`config.mk`:
```
export PLATFORM = sky130hd
export DESIGN_NAME = fifo_write_arbiter
export DESIGN_NICKNAME = d
export VERILOG_FILES = /design/src/rtl/fifo_arb_pkg.sv /design/src/rtl/rr_pick.sv /design/src/rtl/fifo_write_arbiter.sv
export SDC_FILE = /design/constraint.sdc
export NUM_CORES = 1
export LEC_CHECK = 0
export ABC_CLOCK_PERIOD_IN_PS = 3650
export CAP_MARGIN = 40
export CORE_MARGIN = 2
export CORE_UTILIZATION = 25
export DETAILED_ROUTE_END_ITERATION = 6
export PLACE_DENSITY_LB_ADDON = 0.2
export SETUP_SLACK_MARGIN = 0.05
export SLEW_MARGIN = 10
export SYNTH_ARGS = -nofsm -noshare
export SYNTH_HDL_FRONTEND = slang
export SYNTH_SLANG_ARGS = --single-unit
```
`constraint.sdc`:
```
create_clock -name WClk -period 3.65 [get_ports WClk]
set_input_delay 0.9125 -clock WClk [delete_from_list [all_inputs] [get_ports WClk]]
set_output_delay 0.9125 -clock WClk [all_outputs]
set_load 0.01 [all_outputs]
```
`src/rtl/fifo_arb_pkg.sv`:
```
`default_nettype none
`timescale 1ns/1ps
// ============================================================================
//  Module      : fifo_arb_pkg
//  Description : Shared types and sizing helpers for the audio FIFO write
//                arbiter and its round-robin picker.
//                - arb_state_t : arbiter state encoding (IDLE/BURST/STALL)
//                - id_width    : producer tag width for a requester count
//                - beat_width  : burst beat counter width for a burst length
//  Revision    : 1.0  initial release
// ============================================================================
package fifo_arb_pkg;

    typedef enum logic [1:0] {
        ST_IDLE  = 2'd0,
        ST_BURST = 2'd1,
        ST_STALL = 2'd2
    } arb_state_t;

    // Width of the producer statistics counters
    localparam int STAT_W = 16;

    // A single requester still needs one tag bit to keep the data bus legal
    function automatic int id_width(input int num_req);
        return (num_req > 1) ? $clog2(num_req) : 1;
    endfunction

    function automatic int beat_width(input int burst_len);
        return $clog2(burst_len) + 1;
    endfunction

endpackage : fifo_arb_pkg
`default_nettype wire

```
`src/rtl/rr_pick.sv`:
```
`default_nettype none
`timescale 1ns/1ps
// ============================================================================
//  Module      : rr_pick
//  Description : Combinational round-robin picker. Returns the first asserted
//                request at or after the pointer, wrapping at NUM_REQ.
//  Ports       : i_req_valid [NUM_REQ]  request vector
//                i_rr_ptr    [ID_W]     highest-priority index this round
//                o_any       [1]        at least one request asserted
//                o_index     [ID_W]     winning index (0 when o_any=0)
//  Revision    : 1.0  initial release
// ============================================================================
module rr_pick #(
    parameter int NUM_REQ = 4,
    parameter int ID_W    = 2
) (
    input  logic [NUM_REQ-1:0] i_req_valid,
    input  logic [ID_W-1:0]    i_rr_ptr,
    output logic               o_any,
    output logic [ID_W-1:0]    o_index
);

    logic [ID_W-1:0] w_pos;

    // Scan from the far end back towards the pointer so the last hit written
    // is the one closest to (at or after) the pointer.
    always_comb begin
        o_any   = 1'b0;
        o_index = '0;
        w_pos   = '0;
        for (int k = NUM_REQ - 1; k >= 0; k--) begin
            w_pos = ID_W'((int'(i_rr_ptr) + k) % NUM_REQ);
            if (i_req_valid[w_pos]) begin
                o_any   = 1'b1;
                o_index = w_pos;
            end
        end
    end

endmodule : rr_pick
`default_nettype wire

```
`src/rtl/fifo_write_arbiter.sv`:
```
`default_nettype none
`timescale 1ns/1ps
// ============================================================================
//  Module      : fifo_write_arbiter
//  Description : Round-robin arbiter sharing the write port of the dual-clock
//                audio FIFO among NUM_REQ producers. A grant covers one burst
//                of up to BURST_LEN words so frames stay contiguous; every
//                word is tagged with the producer ID: {id, payload}.
//  Ports       : WClk, PresetFull (async, active-high)
//                req_valid/req_last [NUM_REQ], req_data [NUM_REQ*DATA_WIDTH]
//                req_ready [NUM_REQ]
//                fifo_full -> fifo_wr_en, fifo_wr_data [ID_W+DATA_WIDTH]
//                flush (sync burst abort), busy (state != IDLE)
//  Options     : FIFO_ARB_STATS_EN adds stat_sel / stat_stall_cnt and one
//                16-bit saturating wait counter per producer.
//  Revision    : 1.0  initial release
// ============================================================================
module fifo_write_arbiter
    import fifo_arb_pkg::*;
#(
    parameter int NUM_REQ    = 4,
    parameter int DATA_WIDTH = 16,
    parameter int BURST_LEN  = 2,
    parameter int ID_W       = id_width(NUM_REQ)
) (
    input  logic                          WClk,
    input  logic                          PresetFull,
    input  logic [NUM_REQ-1:0]            req_valid,
    input  logic [NUM_REQ-1:0]            req_last,
    input  logic [NUM_REQ*DATA_WIDTH-1:0] req_data,
    output logic [NUM_REQ-1:0]            req_ready,
    input  logic                          fifo_full,
    output logic                          fifo_wr_en,
    output logic [ID_W+DATA_WIDTH-1:0]    fifo_wr_data,
    input  logic                          flush,
    output logic                          busy
`ifdef FIFO_ARB_STATS_EN
    ,
    input  logic [ID_W-1:0]               stat_sel,
    output logic [STAT_W-1:0]             stat_stall_cnt
`endif
);

    localparam int                BEAT_W    = beat_width(BURST_LEN);
    localparam logic [BEAT_W-1:0] LAST_BEAT = BEAT_W'(BURST_LEN - 1);
    localparam logic [ID_W-1:0]   MAX_ID    = ID_W'(NUM_REQ - 1);

    arb_state_t        state_q,    state_d;
    logic [ID_W-1:0]   grant_q,    grant_d;
    logic [ID_W-1:0]   rr_ptr_q,   rr_ptr_d;
    logic [BEAT_W-1:0] beat_cnt_q, beat_cnt_d;

    logic              w_pick_any;
    logic [ID_W-1:0]   w_pick_idx;
    logic              w_grant_valid;
    logic              w_grant_last;
    logic              w_accept_open;
    logic              w_burst_end;
    logic [ID_W-1:0]   w_next_ptr;

    rr_pick #(
        .NUM_REQ (NUM_REQ),
        .ID_W    (ID_W)
    ) u_rr_pick (
        .i_req_valid (req_valid),
        .i_rr_ptr    (rr_ptr_q),
        .o_any       (w_pick_any),
        .o_index     (w_pick_idx)
    );

    // ------------------------------------------------------------------
    // Datapath and handshake
    // ------------------------------------------------------------------
    assign w_grant_valid = req_valid[grant_q];
    assign w_grant_last  = req_last[grant_q];

    // Flush blocks acceptance on its own cycle so no word is half-consumed.
    assign w_accept_open = (state_q == ST_BURST) && !fifo_full && !flush;

    assign req_ready    = w_accept_open ? (NUM_REQ'(1) << grant_q) : '0;
    assign fifo_wr_en   = w_accept_open && w_grant_valid;
    assign fifo_wr_data = {grant_q, req_data[int'(grant_q)*DATA_WIDTH +: DATA_WIDTH]};
    assign busy         = (state_q != ST_IDLE);

    assign w_next_ptr  = (grant_q == MAX_ID) ? '0 : grant_q + ID_W'(1);
    assign w_burst_end = fifo_wr_en && (w_grant_last || (beat_cnt_q == LAST_BEAT));

    // ------------------------------------------------------------------
    // Arbitration state machine
    // ------------------------------------------------------------------
    always_comb begin
        state_d    = state_q;
        grant_d    = grant_q;
        rr_ptr_d   = rr_ptr_q;
        beat_cnt_d = beat_cnt_q;

        if (flush) begin
            state_d    = ST_IDLE;
            beat_cnt_d = '0;
            rr_ptr_d   = w_next_ptr;
        end else begin
            case (state_q)
                ST_IDLE: begin
                    // Grant is registered here; the first word can only be
                    // taken on the following cycle.
                    if (w_pick_any) begin
                        grant_d    = w_pick_idx;
                        beat_cnt_d = '0;
                        state_d    = ST_BURST;
                    end
                end
                ST_BURST: begin
                    if (fifo_wr_en) begin
                        if (w_burst_end) begin
                            state_d    = ST_IDLE;
                            beat_cnt_d = '0;
                            rr_ptr_d   = w_next_ptr;
                        end else begin
                            beat_cnt_d = beat_cnt_q + BEAT_W'(1);
                        end
                    end else if (fifo_full && w_grant_valid) begin
                        state_d = ST_STALL;
                    end
                    // A producer that drops valid mid-burst keeps its grant.
                end
                ST_STALL: begin
                    if (!fifo_full) begin
                        state_d = ST_BURST;
                    end
                end
                default: begin
                    state_d = ST_IDLE;
                end
            endcase
        end
    end

    always_ff @(posedge WClk or posedge PresetFull) begin
        if (PresetFull) begin
            state_q    <= ST_IDLE;
            grant_q    <= '0;
            rr_ptr_q   <= '0;
            beat_cnt_q <= '0;
        end else begin
            state_q    <= state_d;
            grant_q    <= grant_d;
            rr_ptr_q   <= rr_ptr_d;
            beat_cnt_q <= beat_cnt_d;
        end
    end

`ifdef FIFO_ARB_STATS_EN
    // ------------------------------------------------------------------
    // Per-producer wait counters: cycles with a word offered but not taken
    // ------------------------------------------------------------------
    logic [STAT_W-1:0] stall_cnt_q [NUM_REQ];
    logic [STAT_W-1:0] stall_cnt_d [NUM_REQ];
    logic [STAT_W-1:0] stat_rd_q,  stat_rd_d;

    always_comb begin
        for (int i = 0; i < NUM_REQ; i++) begin
            stall_cnt_d[i] = stall_cnt_q[i];
            if (req_valid[i] && !req_ready[i] && (stall_cnt_q[i] != {STAT_W{1'b1}})) begin
                stall_cnt_d[i] = stall_cnt_q[i] + STAT_W'(1);
            end
        end
        stat_rd_d = (int'(stat_sel) < NUM_REQ) ? stall_cnt_q[stat_sel] : '0;
    end

    always_ff @(posedge WClk or posedge PresetFull) begin
        if (PresetFull) begin
            for (int i = 0; i < NUM_REQ; i++) begin
                stall_cnt_q[i] <= '0;
            end
            stat_rd_q <= '0;
        end else begin
            for (int i = 0; i < NUM_REQ; i++) begin
                stall_cnt_q[i] <= stall_cnt_d[i];
            end
            stat_rd_q <= stat_rd_d;
        end
    end

    assign stat_stall_cnt = stat_rd_q;
`endif

endmodule : fifo_write_arbiter
`default_nettype wire

```
* Word level (Yosys, flattened, before mapping)
Cells that the tools add are included.
** Word-level totals
- Register bits :: 8
- Latch bits :: 0
- Memory bits (writable) :: 0
- ROM bits :: 0
- Input port bits :: 76
- Output and inout bits :: 24
- Logic and storage cells :: 82
- Memories :: 0
** Operators by class
- $add $sub $neg :: 5
- Multiply operators :: 0
- Divide/modulo/power cells :: 0
- $lt $le $gt $ge :: 5
- Eq/ne operators :: 9
- Shifts and indexed selects :: 2
- Multiplexer cells :: 38
- Bitwise operators :: 1
- Reductions and logical operators :: 18
** Operator list (count)
- indexed part select 64 x 7 -> 16 bit :: 1
- two-way mux 2 bit :: 19
- less-than comparator 2 x 3 -> 1 bit (second input constant) :: 5
- binary-select mux 1 bit (select 2 bit) :: 6
- two-way mux 1 bit :: 10
- AND reduction 3 bit :: 3
- nonzero test 2 bit :: 4
- adder 2 x 1 -> 2 bit (second input constant) :: 3
- != test 3 bit (second input constant) :: 2
- case mux 2 bit (3 select lines) :: 1
- logical AND 1 bit :: 5
- adder 2 bit (second input constant) :: 2
- equality test 2 x 1 -> 1 bit (second input constant) :: 2
- equality test 2 bit (second input constant) :: 2
- two-way mux 4 bit :: 1
- != test 4 x 3 -> 1 bit (second input constant) :: 1
- != test 4 bit (second input constant) :: 1
- case mux 2 bit (2 select lines) :: 1
- AND reduction 4 bit :: 1
- left shift 1 x 2 -> 4 bit (first input constant) :: 1
- != test 3 x 2 -> 1 bit (second input constant) :: 1
- nonzero test 3 bit :: 1
- logical NOT 1 bit :: 2
- logical NOT 2 bit :: 1
- 2 further kinds :: 2

* Longest topological paths before layout
- Depth in word-level cells :: 10
- Depth in mapped cells :: 5

* Modules after synthesis
A second synthesis with hierarchy kept.
** Unflattened totals
- Cell total of the unflattened synthesis :: 84
- Area total of the unflattened synthesis :: 996.0 µm²
** Modules (own cells, without submodules)
- fifo_write_arbiter :: instances 1, cells an instance 71, area an instance 918.4 µm², sequential area each 200.2 µm²
- rr_pick :: instances 1, cells an instance 13, area an instance 77.6 µm², sequential area each 0.0 µm²

* Worst setup path before layout
Ideal clock, no wire load.
- Path type :: reg2out
- From :: register grant_q[0]
- To :: output port fifo_wr_data[0]
- Arrival :: 1.603 ns
- Required time :: 2.738 ns
- Slack :: 1.135 ns
- Cell stages (with the launch flop) :: 4
- Path buffers :: 2
- Path through :: dfrtp_1 -> buf_4 -> buf_2 -> mux4_2
** Between the ends
- Cells in the longest elaborated chain, start to end :: 1
** RTL lines
- start, declared :: line fifo_write_arbiter.sv:49 : logic [ID_W-1:0] grant_q, grant_d;
- start signal, assigned :: line fifo_write_arbiter.sv:146 : grant_q <= grant_d;
- indexed part select 64 x 7 -> 16 bit :: line fifo_write_arbiter.sv:82 : assign fifo_wr_data = {grant_q, req_data[int'(grant_q)*DATA_WIDTH +: DATA_WIDTH]};
- end, declared :: line fifo_write_arbiter.sv:34 : output logic [ID_W+DATA_WIDTH-1:0] fifo_wr_data,
Every way passes these cells.

* Worst setup path in the final report
- From :: input port req_valid[2]
- To :: output port fifo_wr_en
** Between the ends
- Cells in the longest elaborated chain, start to end :: 3
** RTL lines
- start, declared :: line fifo_write_arbiter.sv:28 : input logic [NUM_REQ-1:0] req_valid,
- binary-select mux 1 bit (select 2 bit) :: line fifo_write_arbiter.sv:74 : assign w_grant_valid = req_valid[grant_q];
- two-way mux 1 bit (not written as such) :: line fifo_write_arbiter.sv:74
- logical AND 1 bit :: line fifo_write_arbiter.sv:81 : assign fifo_wr_en = w_accept_open && w_grant_valid;
- end, declared :: line fifo_write_arbiter.sv:33 : output logic fifo_wr_en,
Every way passes these cells. The select of a mux whose other input is x is not followed.

==> metrics.yaml <==
finish:
  final_util_pct: 54.5
  layout-drive-gt1-share_pct: 18.8
  instances_no_fill: 247
  multiInputGateArea_um2: 805
  layout_commonest_cell: "clkdlybuf4s50_1"
  mostFrequentLayoutCells: "clkdlybuf4s50_1 (99), mux4_2 (18), buf_4 (9), inv_1 (8), dfrtp_1 (8)"
  seqCellArea_um2: 200
  nNetsFinal: 280
  area_delta_synth_final_pct: 107
  antenna_cells: 0
  nFillCells: 357
clock_tree:
  cts-htree-levels: 1
  post_cts_resized: 0
  cts.reportedPaths.clkPinSlew_ns: 0.04
  post_cts_buffers: 0
  cts_made_buffers: 3
  clock_latency_ns: 0.22
  cts_hold_buf: 0
  cts_tree: "yes"
  clk_path_buf_depth: 2
  cts.sinks: 8
  root_buffer: "clkbuf_8"
global_route:
  grt_max_degree: 16
  grt_pass1_vias: 1299
  grt_pass1_wl_um: 6760
  antenna_found_initial: 0
  grt_use_total_pct: 17.8
  grt_overflow_total: 0
synth:
  synth_top_flop_cell: "dfrtp_1"
  syn_area_um2: 1060
  ys_warn_count: 0
  yosysUniqueCellTypes: 33
  ys_seq_elements: 8
  synth_edf_count: 0
  syn_avg_cell_area_um2: 11.6
  synth_cells: 91
  seq_area_frac_synth_pct: 18.9
  synth-async-reset-ratio_pct: 100
  synth_nets: 172
floorplan:
  io_pins: 100
  start_util_pct: 26.3
  dieArea_um2: 4780
  die_h_um: 69.1
  fp-row-count: 23
  fp.dieW_um: 69.1
  core_um2: 4030
worst_setup_path:
  r2r_slack_ns: 1.41
  worstRegToRegCells: 5
  required_ns: 2.74
  r2r-start: "grant_q[1]"
  cp_num_cells: 6
  path_class: "primary input to output pin"
  critPathTopFamily: "buffers and inverters"
  cpPeakStageDelay_ns: 0.47
  crit_start: "req_valid[2]"
  cp_slowest_cell: "clkdlybuf4s50_1"
  cp-end-kind: "output pin"
  start_kind: "primary input"
  crit_arrival_ns: 2.54
  path_cells: "clkdlybuf4s50_1, mux2_2, a22o_1, nand3_1, inv_1, clkdlybuf4s50_1"
  critPathBufInv: 3
  crit_fanout: 3
  crit_top_cell: "clkdlybuf4s50_1"
pwr:
  p_sw_uw: 421
  clockPowerShare_pct: 8.9
  switching_share_pct: 36.2
  internal_power_uw: 744
  seqPwrFrac_pct: 14.4
  comb_power_share_pct: 76.8
  power.leakage_uw: 0.000854
  cellPowerDensity_nw_per_um2: 530
  max-vdd-ir-drop_v: 0.000361
place:
  dp_hpwl_um: 3640
  post-place-cells: 244
  dp_slack_ns: 0.182
  gp_congestion: 0.887
  portBuffers: 99
hold_path:
  hold_class: "flop to flop"
  hp-start: "beat_cnt_q[0]"
  holdPathStages: 1
sta:
  finalCritPeriodShare_pct: 94.7
  hold_violations: 0
  tns_ns: 0
  slew_headroom_pct: 72.1
  setup_viol: 0
  max_freq_mhz: 289
  fin_ws_ns: 0.193
  rsz0062_at_grt: "no"
  min_period_ns: 3.46
  skew_ns: 0.00150
  finalMaxSlewViolations: 0
  tightest_slew_ns: 0.418
detailed_routing:
  drt_iter0_markers: 24
  routed_via_density: 4.96
  ant_nets: 0
  drc: 0
  routedWlPerCell_um: 17.1
  vias: 1224
  wl_um: 4230
  drtPass1Iterations: 4
run_status:
  outcome: "finished, final reports clean"
run:
  maxCapViolations: 0
[path summary, 6_finish.rpt]
| check | endpoint |
|---|---|
| setup / recovery | fifo_wr_en |
| hold / removal | beat_cnt_q[0] |
| setup reg to reg | rr_ptr_q[1] |
| hold reg to reg | beat_cnt_q[0] |
| max in group asynchronous | grant_q[0] |
| min in group asynchronous | state_q[0] |
[through the flow]
stage	total power, µW	hold WS [ns]	instance area [µm²]
2_1_floorplan	664	0.476	1060
3_3_place_gp	1060	0.492	2160
3_5_place_dp	1070	0.513	2160
4_1_cts	1180	0.518	2200
5_1_grt	1250	0.525	2200
6_report	1170	0.512	2200
[synth_stat cells (all sizes together) (3+ instances only)]
cell type | n | area, µm²
a21oi | 3 | 15.0
and2 | 4 | 25.0
nand2 | 3 | 11.3
or2 | 3 | 21.3
nor2 | 4 | 15.0
mux2i | 4 | 40.0
ha | 5 | 62.6
mux2 | 5 | 56.3
nand2b | 3 | 18.8
dfrtp | 8 | 200
mux4 | 18 | 405
buf | 4 | 21.3
inv | 8 | 30.0
[layout make-up]
| class | instances | share of cell area [%] |
|---|---|---|
| well taps | 50 | 2.85 |
| flip-flops and latches | 8 | 9.11 |
| repair buffers | 108 | 48.2 |
| multi-input cells | 70 | 36.6 |
| inverters | 8 | 1.37 |
| clock buffers | 3 | 1.88 |
[power groups by stage]
| stage | Sequential (µW) | Combinational [µW] | Clock [µW] |
|---|---|---|---|
| after global routing | 173 | 964 | 108 |
| after global placement | 167 | 892 | 0 |
| after detailed placement | 169 | 904 | 0 |
| after floorplan | 157 | 506 | 0 |
| after CTS | 166 | 909 | 107 |
| final | 167 | 895 | 103 |
[registers in the layout (all words and copies together), names as in the netlist]
name,count
rr_ptr_q,2
state_q,2
beat_cnt_q,2
grant_q,2
[routing by layer]
layer  GRT usage [%]  vias up  share of wire, %
li1                -      579                 -
met1            20.9      578                38
met2            32.6       61                53
met3            2.92        6               6.9
met4            5.88        0               1.7
met5               0        -                 0
[cells by family after synthesis]
group                      synth area share, %
DFF                                       18.9
AOI/OAI and AO/OA                         10.3
buffers and inverters                     5.19
muxes                                     47.3
and+or+nand+nor                           12.4
adders and majority gates                 5.90
Power figures use the tool's default switching activity.
